===== src/rtl/gpio_pkg.sv =====
// gpio_pkg: register map offsets and bus helpers shared by the GPIO peripheral.
package gpio_pkg;
  localparam int GPIO_WIN = 32;
  localparam logic [4:0] OFF_OUT      = 5'h00;
  localparam logic [4:0] OFF_DIR      = 5'h04;
  localparam logic [4:0] OFF_IN       = 5'h08;
  localparam logic [4:0] OFF_IRQ_EN   = 5'h0C;
  localparam logic [4:0] OFF_IRQ_STAT = 5'h10;
  localparam logic [4:0] OFF_EDGE_SEL = 5'h14;
  localparam logic [4:0] OFF_OUT_SET  = 5'h18;
  localparam logic [4:0] OFF_OUT_CLR  = 5'h1C;
  function automatic logic [31:0] lane_mask(input logic [3:0] en);
    return {{8{en[3]}}, {8{en[2]}}, {8{en[1]}}, {8{en[0]}}};
  endfunction
endpackage


===== src/rtl/gpio_sync.sv =====
// gpio_sync: STAGES-deep, WIDTH-wide input synchroniser; q is the last stage.
module gpio_sync #(
  parameter int WIDTH  = 4,
  parameter int STAGES = 2
) (
  input  logic             clk,
  input  logic             rst_n,
  input  logic [WIDTH-1:0] d,
  output logic [WIDTH-1:0] q
);
  logic [STAGES*WIDTH-1:0] chain;
  always_ff @(posedge clk or negedge rst_n) begin
    if (!rst_n) chain <= '0;
    else chain <= {chain[(STAGES-1)*WIDTH-1:0], d};
  end
  assign q = chain[STAGES*WIDTH-1 -: WIDTH];
endmodule


===== src/rtl/gpio_periph.sv =====
// gpio_periph: memory-mapped GPIO with direction, set/clear access, synchronised
// inputs, per-pin rising/falling edge capture and a registered level interrupt.
module gpio_periph
  import gpio_pkg::*;
#(
  parameter int               WIDTH       = 4,
  parameter logic [31:0]      BASE_ADDR   = 32'h2000_0000,
  parameter int               SYNC_STAGES = 2,
  parameter logic [WIDTH-1:0] OUT_RESET   = '0
) (
  input  logic             clk,
  input  logic             rst_n,
  input  logic [31:0]      data_addr,
  input  logic [31:0]      data_wr,
  input  logic [3:0]       data_wr_en,
  output logic [31:0]      data_rd,
  output logic             sel,
  input  logic [WIDTH-1:0] gpio_in,
  output logic [WIDTH-1:0] gpio_out,
  output logic [WIDTH-1:0] gpio_oe,
  output logic             irq
);
  logic [WIDTH-1:0] out_r, dir_r, in_r, prev_r, en_r, stat_r, esel_r;
  logic [WIDTH-1:0] ev, wm, wd, rd_v;
  logic [31:0] lm;
  logic [4:0] off;
  logic we;
  logic unused_bits;
  // The window is 32-byte aligned, so decode reduces to matching the upper address bits.
  assign sel = data_addr[31:5] == BASE_ADDR[31:5];
  assign off = {data_addr[4:2], 2'b00};
  assign we = sel && |data_wr_en;
  assign lm = lane_mask(data_wr_en);
  assign wm = lm[WIDTH-1:0];
  assign wd = data_wr[WIDTH-1:0] & wm;
  assign unused_bits = ^{data_addr[1:0], data_wr, lm};
  gpio_sync #(.WIDTH(WIDTH), .STAGES(SYNC_STAGES)) u_sync (
    .clk  (clk),
    .rst_n(rst_n),
    .d    (gpio_in),
    .q    (in_r)
  );
  assign ev = (esel_r & ~in_r & prev_r) | (~esel_r & in_r & ~prev_r);
  always_ff @(posedge clk or negedge rst_n) begin
    if (!rst_n) begin
      out_r  <= OUT_RESET;
      dir_r  <= '0;
      en_r   <= '0;
      stat_r <= '0;
      esel_r <= '0;
      prev_r <= '0;
      irq    <= 1'b0;
    end else begin
      prev_r <= in_r;
      irq    <= |(stat_r & en_r);
      out_r  <= !we ? out_r :
                off == OFF_OUT     ? (out_r & ~wm) | wd :
                off == OFF_OUT_SET ? out_r | wd :
                off == OFF_OUT_CLR ? out_r & ~wd : out_r;
      dir_r  <= we && off == OFF_DIR      ? (dir_r & ~wm) | wd  : dir_r;
      en_r   <= we && off == OFF_IRQ_EN   ? (en_r & ~wm) | wd   : en_r;
      esel_r <= we && off == OFF_EDGE_SEL ? (esel_r & ~wm) | wd : esel_r;
      // New events are OR-ed after the W1C so a coincident event keeps its bit.
      stat_r <= (stat_r & ~(we && off == OFF_IRQ_STAT ? wd : '0)) | ev;
    end
  end
  always_comb begin
    rd_v = off == OFF_OUT      ? out_r  :
           off == OFF_DIR      ? dir_r  :
           off == OFF_IN       ? in_r   :
           off == OFF_IRQ_EN   ? en_r   :
           off == OFF_IRQ_STAT ? stat_r :
           off == OFF_EDGE_SEL ? esel_r : '0;
    data_rd = sel ? 32'(rd_v) : '0;
  end
  assign gpio_out = out_r;
  assign gpio_oe  = dir_r;
endmodule


===== config.mk =====
export PLATFORM = sky130hd
export DESIGN_NAME = gpio_periph
export DESIGN_NICKNAME = d
export VERILOG_FILES = /design/src/rtl/gpio_pkg.sv /design/src/rtl/gpio_sync.sv /design/src/rtl/gpio_periph.sv
export SDC_FILE = /design/constraint.sdc
export NUM_CORES = 1
export LEC_CHECK = 0
export ABC_AREA = 1
export BUFFER_PORTS_ARGS = -buffer_cell sky130_fd_sc_hd__buf_2
export CAP_MARGIN = 10
export CORE_AREA = 2 2 74 76
export CTS_CLUSTER_SIZE = 16
export DETAILED_ROUTE_END_ITERATION = 8
export DIE_AREA = 0 0 76 78
export PLACE_DENSITY_LB_ADDON = 0.08
export SETUP_SLACK_MARGIN = 0.4
export SLEW_MARGIN = 10
export SYNTH_ARGS = -nofsm -noshare
export SYNTH_HDL_FRONTEND = slang
export SYNTH_HIERARCHICAL = 1
export SYNTH_SLANG_ARGS = --single-unit

===== constraint.sdc =====
create_clock -name clk -period 2 [get_ports clk]
set_clock_uncertainty 0.1 [all_clocks]
set_input_delay 0.4 -clock clk [delete_from_list [all_inputs] [get_ports clk]]
set_output_delay 0.4 -clock clk [all_outputs]
set_load 0.1 [all_outputs]

==> results of run 1 <==
-- kinds of logic (layout without fill, tap and decap cells) --
kind of cell    after synthesis  after routing
flops                        33             33
compound gates               26             26
buf+inv                     105            190
simple gates                168            168
other cells                   1             28
-- power by group --
part	switching [W]	total, W	internal (W)	leakage, nW
clock	0.000247	0.000488	0.000241	0.0450
sequential	0.00000631	0.000686	0.000679	0.342
combinational	0.000389	0.000535	0.000146	1.44
total	0.000642	0.00171	0.00107	1.82
-- through the flow --
step	power (W)	area, um2	setup TNS (ps)
final	0.00171	3550	-281
after global routing	0.00179	3550	-534
after CTS	0.00170	3380	-92.8
after detailed placement	0.00116	2940	-445
after global placement	0.00116	2940	-386
after floorplan	0.00107	2500	-700
-- per-layer routing --
layer	vias to the layer above	share of wire	GRT usage
li1	1193	-	-
met1	1124	0.41	0.277
met2	102	0.51	0.383
met3	14	0.059	0.0488
met4	0	0.020	0.0836
met5	-	0	0
-- placed cells by master, fill, tap and decap left out, types with 2 or more instances in the layout --
cell	n
nand4_1	13
nor2_1	16
dfrtp_1	28
inv_4	3
nand3_2	20
o21ai_0	8
buf_6	26
a21oi_4	3
buf_2	31
nand3_1	7
dfrtp_2	5
buf_8	3
conb_1	28
nor3_1	3
nor2_2	5
nor2_4	10
nor3_4	3
inv_1	49
inv_2	16
clkbuf_4	2
buf_4	43
o21ai_4	3
clkinv_2	2
nand2_2	12
clkbuf_8	5
buf_12	6
a21oi_1	9
nand2_1	76
-- critical path, delay by kind of cell --
| kind | cells | cell delay, ps |
|---|---|---|
| buf+inv | 3 | 460 |
| simple gates | 5 | 520 |
| compound gates | 2 | 200 |
-- synthesized netlist by cell type, drive strengths merged --
cell type,count
nand2,89
inv,70
buf,35
dfrtp,33
nor2,31
nand3,27
nand4,13
o21ai,13
a21oi,12
nor3,7
conb,1
nor4,1
o21a,1
-- repair_timing --
action                                  in CTS  in global routing
buffers inserted                            16                  2
endpoints found under the setup margin      12                 26
pin swaps                                   38                 28
cloned                                       0                  1
resized for setup                           63                 38
hold endpoints to repair                     0                  0
-- path summary, 6_finish.rpt --
path	from	slack (ps)	endpoint	cells past startpoint
worst max register to register	flip-flop	1040	stat_r[2]	5
worst min-delay path	rst_n	30	asynchronous set/reset pin	2
min in group clk	gpio_in[0]	110	u_sync/chain[0]	1
max in group asynchronous	rst_n	1430	asynchronous set/reset pin	2
worst max-delay path	data_addr[6]	-80	data_rd[1]	10
worst min register to register	u_sync/chain[2]	250	u_sync/chain[6]	0
-- layout make-up --
cell class | count | share of cell area
clock buffers | 6 | 0.0204
well taps | 70 | 0.0246
multi-input cells | 222 | 0.365
clock inverters | 2 | 0.00282
flip-flops and latches | 33 | 0.234
inverters | 70 | 0.0785
repair buffers | 112 | 0.275
==> qor.yml, run 1 <==
status:
  status: "finished, violations left"
  violations: "negative setup slack"
sta:
  finalSetupViolCount: 5
  slew_violations: 0
  rsz0062_at_grt: "yes"
  fin_crit_sh: 1.04
  hold_viol: 0
  worst_slack_ps: -82.3
  max_freq_ghz: 0.480
  hold-worst-slack_ps: 31.6
  finalCriticalPeriod_ps: 2080
place:
  pre_cts_slack_ps: -120
  hpwl_mm: 4.40
  placed_cells: 488
  gp_congestion: 0.828
  io_buffers: 57
yosys:
  synth_top_area_share: 0.364
  yosys.area_share.simple: 0.343
  synth_mux_area_frac: 0
  synthTopCellsByArea: "dfrtp_1 36%, nand2_1 15%, buf_4 11%"
  yosysWarningCount: 6
  synth_top_cell_by_area: "dfrtp_1"
  ys_seq_area_frac: 0.364
  synth_area_um2: 2270
  yosysUniqueCellTypes: 24
  syn_area_per_cell_um2: 6.81
  synthAdderAreaFrac: 0
  synth_seq_cells: 33
  synthXorXnorAreaFrac: 0
  synth_top_family_by_area: "simple AND/OR/NAND/NOR gates"
  syn_inst: 333
  synth_compound_area_frac: 0.0602
global_route:
  antenna_found_initial: 0
  track_usage: 0.223
  grt_max_degree: 34
  grt_pass1_vias: 2399
  grt_first_pass_wirelength_mm: 10.6
  grt_remaining_overflow: 0
pwr:
  p_leak_nw: 1.82
  power.density_nw_per_um2: 481
  ir_drop_v: 0.000380
critical_path:
  cp_max_fo: 5
  cp_slowest_cell: "buf_12"
  critPathKind: "input pin to primary output"
  cp.arrival_ps: 1580
  cp_cell_sequence: "buf_2 -> nor2_4 -> nand3_2 -> nor2_2 -> nand2_2 -> nor2_4 -> buf_6 -> o21ai_4 -> a21oi_4 -> buf_12"
  endpoint_kind: "primary output"
  max_stage_delay_ps: 190
  crit_top_cell: "nor2_4"
  start_kind: "input pin"
  crit_required_ps: 1500
floorplanning:
  die_w_um: 76
  num_rows: 26
  die_height_um: 78
  start_util: 0.450
  core_um2: 5040
  dieArea_um2: 5930
  ios: 116
clock_network:
  clockBufferDepth: 2
  tritoncts_num_sinks: 33
  cts-root-buf: "clkbuf_8"
  h-tree-depth: 2
  cts_tree: "done"
  cts_made_buffers: 5
  path_clk_slew_ps: 70
  clock_latency_ps: 290
  ctsHoldBuffers: 0
route:
  wirelength_mm: 6.49
  drtAntennaViolNets: 0
  vias_per_cell: 4.72
  drc: 0
  drt_iter0_drc: 156
  avgRoutedWirePerCell_um: 12.6
  first_pass_iters: 4
  routed-via-count: 2433
cells_and_area:
  regArea_um2: 832
  stdcell_count: 515
  post-route-util: 0.705
  fin_nets: 518
  diodes: 0
  fill_cells: 417
  drive_gt1_frac: 0.461
  area.growth.synth_to_final_pct: 56.7
  multi_input_area_um2: 1300
worst_hold_path:
  min_path_type: "input pin to asynchronous set/reset pin"
flow_run:
  drv_cap: 0
(Power assumes the default switching activity.)
==> inputs of run 2 (changes only) <==
--- a/config.mk
+++ b/config.mk
@@ -8,11 +8,12 @@
 export ABC_AREA = 1
 export BUFFER_PORTS_ARGS = -buffer_cell sky130_fd_sc_hd__buf_2
 export CAP_MARGIN = 10
-export CORE_AREA = 2 2 74 76
+export CORE_AREA = 2 2 73 75
+export CTS_BUF_LIST = sky130_fd_sc_hd__clkbuf_4
 export CTS_CLUSTER_SIZE = 16
 export DETAILED_ROUTE_END_ITERATION = 8
-export DIE_AREA = 0 0 76 78
-export PLACE_DENSITY_LB_ADDON = 0.08
+export DIE_AREA = 0 0 75 77
+export PLACE_DENSITY = 0.8
 export SETUP_SLACK_MARGIN = 0.4
 export SLEW_MARGIN = 10
 export SYNTH_ARGS = -nofsm -noshare
==> run 2 against run 1 <==
  * The flow finishes with violations (negative hold slack, negative setup slack)
  * Via count rose by 9.9%
  * Maximum frequency shrank 2.4%
  * Worst hold slack got worse by 37 ps
  * Register-to-register slack about the same
  * Utilization increased by 1.6 points
  * Setup slack got worse by 51 ps
  * Flip-flop and latch count unchanged
  * Combinational power is 3% higher
  * Critical path type is now input pin to flip-flop
==> qor.yml, run 2 (synthesized netlist as in run 1, its figures left out) <==
cells_and_area:
  area.growth.synth_to_final_pct: 58.3
  fill_cells: 358
  fin_nets: 524
  regArea_um2: 832
  final_common_cell: "nand2_1"
  final_area_um2: 3590
  multi_input_area_um2: 1260
  post-route-util: 0.721
  diodes: 0
  drive_gt1_frac: 0.448
  layout_common_cells: "77 x nand2_1, 49 x inv_1, 45 x buf_4"
route:
  routed-via-count: 2673
  wirelength_mm: 8.01
  avgRoutedWirePerCell_um: 15.4
  first_pass_iters: 4
  vias_per_cell: 5.13
  drt_iter0_drc: 158
  drc: 0
  drtAntennaViolNets: 0
clock_network:
  cts_made_buffers: 5
  h-tree-depth: 2
  path_clk_slew_ps: 110
  ctsHoldBuffers: 0
  cts_tree: "done"
  clockBufferDepth: 2
  cts-root-buf: "clkbuf_4"
  clock_latency_ps: 340
  tritoncts_num_sinks: 33
floorplanning:
  core_um2: 4980
  die_w_um: 75
  start_util: 0.456
  die_height_um: 77
  dieArea_um2: 5780
  ios: 116
  num_rows: 26
pwr:
  p_comb_frac: 0.314
  ir_drop_v: 0.000462
  power_w: 0.00175
  p_leak_nw: 1.87
  p_sw_w: 0.000650
  pwr-share-clk: 0.293
  power.density_nw_per_um2: 486
  switching_share: 0.372
  p_seq_frac: 0.393
  p_int_w: 0.00110
critical_path:
  crit_required_ps: 2180
  startpoint: "data_addr[27]"
  cp_cell_sequence: "buf_6 -> inv_2 -> nand2_2 -> nor2_4 -> buf_6 -> buf_6 -> buf_6 -> buf_6 -> buf_6 -> buf_6 -> buf_6 -> buf_6 -> buf_6 -> buf_6 -> nand2_4 -> nor2_4 -> nand3_2 -> nor2_4 -> nand3_2 -> nand2_1"
  max_stage_delay_ps: 210
  crit_buf_inv: 12
  critPathKind: "input pin to flip-flop"
  reg2reg_slack_ps: 1050
  endpoint_kind: "flip-flop"
  cp_slowest_cell: "nor2_4"
  cp_max_fo: 4
  rr_endpoint: "stat_r[1]"
  r2r_cells: 5
  crit_top_cell: "buf_6"
  critical_path_depth: 20
  cp.arrival_ps: 2310
  crit_family: "buffers and inverters"
  start_kind: "input pin"
sta:
  max_slew_margin: 0.526
  max_freq_ghz: 0.469
  finalCriticalPeriod_ps: 2130
  finalSetupViolCount: 9
  rsz0062_at_grt: "yes"
  fin_crit_sh: 1.07
  slew_violations: 0
  tightest_slew_ps: 710
  hold-worst-slack_ps: -5.78
  hold_viol: 4
  worst_slack_ps: -133
  final.setup.tns_ps: -798
global_route:
  track_usage: 0.254
  antenna_found_initial: 0
  grt_remaining_overflow: 0
  grt_busiest_layer: "met2"
  grtUsageMet1: 0.287
  grt_first_pass_wirelength_mm: 11.2
  use_met3: 0.0552
  grt_pass1_vias: 2516
  grt_max_degree: 34
  grt.met2_usage: 0.429
flow_run:
  drv_cap: 0
worst_hold_path:
  min_path_type: "input pin to asynchronous set/reset pin"
place:
  gp_congestion: 0.890
  hpwl_mm: 4.36
  postPlaceCellArea_um2: 2830
  io_buffers: 57
status:
  status: "finished, violations left"
  violations: "negative hold slack, negative setup slack"
[run 2: cell types whose count changed in the layout (fill, tap and decap cells not counted), moves of 4 or more]
| cell | delta |
|---|---|
| clkbuf_8 | -5 |
| buf_6 | +14 |
| nand3_2 | -11 |
| buf_2 | -5 |
| clkbuf_4 | +4 |
| nand3_1 | +10 |
[run 2: routing by layer]
metal	share of wire	wire, um
met4	0.078	622
met3	0.070	560
met5	0	0
met1	0.35	2830
met2	0.50	3990
[run 2: final cells by class]
cell class                      instances  share of cell area
Clock buffer                            6              0.0126
Clock inverter                          2             0.00941
Inverter                               70              0.0764
Multi-Input combinational cell        222               0.352
Tap cell                               70              0.0244
Sequential cell                        33               0.232
Timing Repair Buffer                  118               0.294
[run 2: worst min-delay path by stage]
stage          slack, ps             from                          to
2_1_floorplan          4            rst_n  asynchronous set/reset pin
3_3_place_gp         230  u_sync/chain[3]             u_sync/chain[7]
3_5_place_dp         240  u_sync/chain[2]             u_sync/chain[6]
4_1_cts               30            rst_n  asynchronous set/reset pin
5_1_grt               40       gpio_in[1]             u_sync/chain[1]
6_report              -6            rst_n  asynchronous set/reset pin
[run 2: power groups by stage]
stage          Sequential, W  Combinational, W  Clock, W
3_3_place_gp        0.000698          0.000439         0
5_1_grt             0.000688          0.000573  0.000540
3_5_place_dp        0.000699          0.000447         0
6_report            0.000685          0.000549  0.000511
2_1_floorplan       0.000695          0.000376         0
4_1_cts             0.000686          0.000500  0.000511
[run 2: through the flow]
| step | setup WS (ps) | instances |
|---|---|---|
| 2_1_floorplan | -233 | 360 |
| 3_3_place_gp | -136 | 474 |
| 3_5_place_dp | -168 | 474 |
| 4_1_cts | -22.7 | 518 |
| 5_1_grt | -182 | 521 |
| 6_report | -133 | 521 |
[run 2: what timing repair did]
action / in CTS / in global routing
setup endpoints to repair: 14 / 26
setup buffers: 36 / 3
gates resized for setup: 45 / 54
pin swaps: 21 / 24
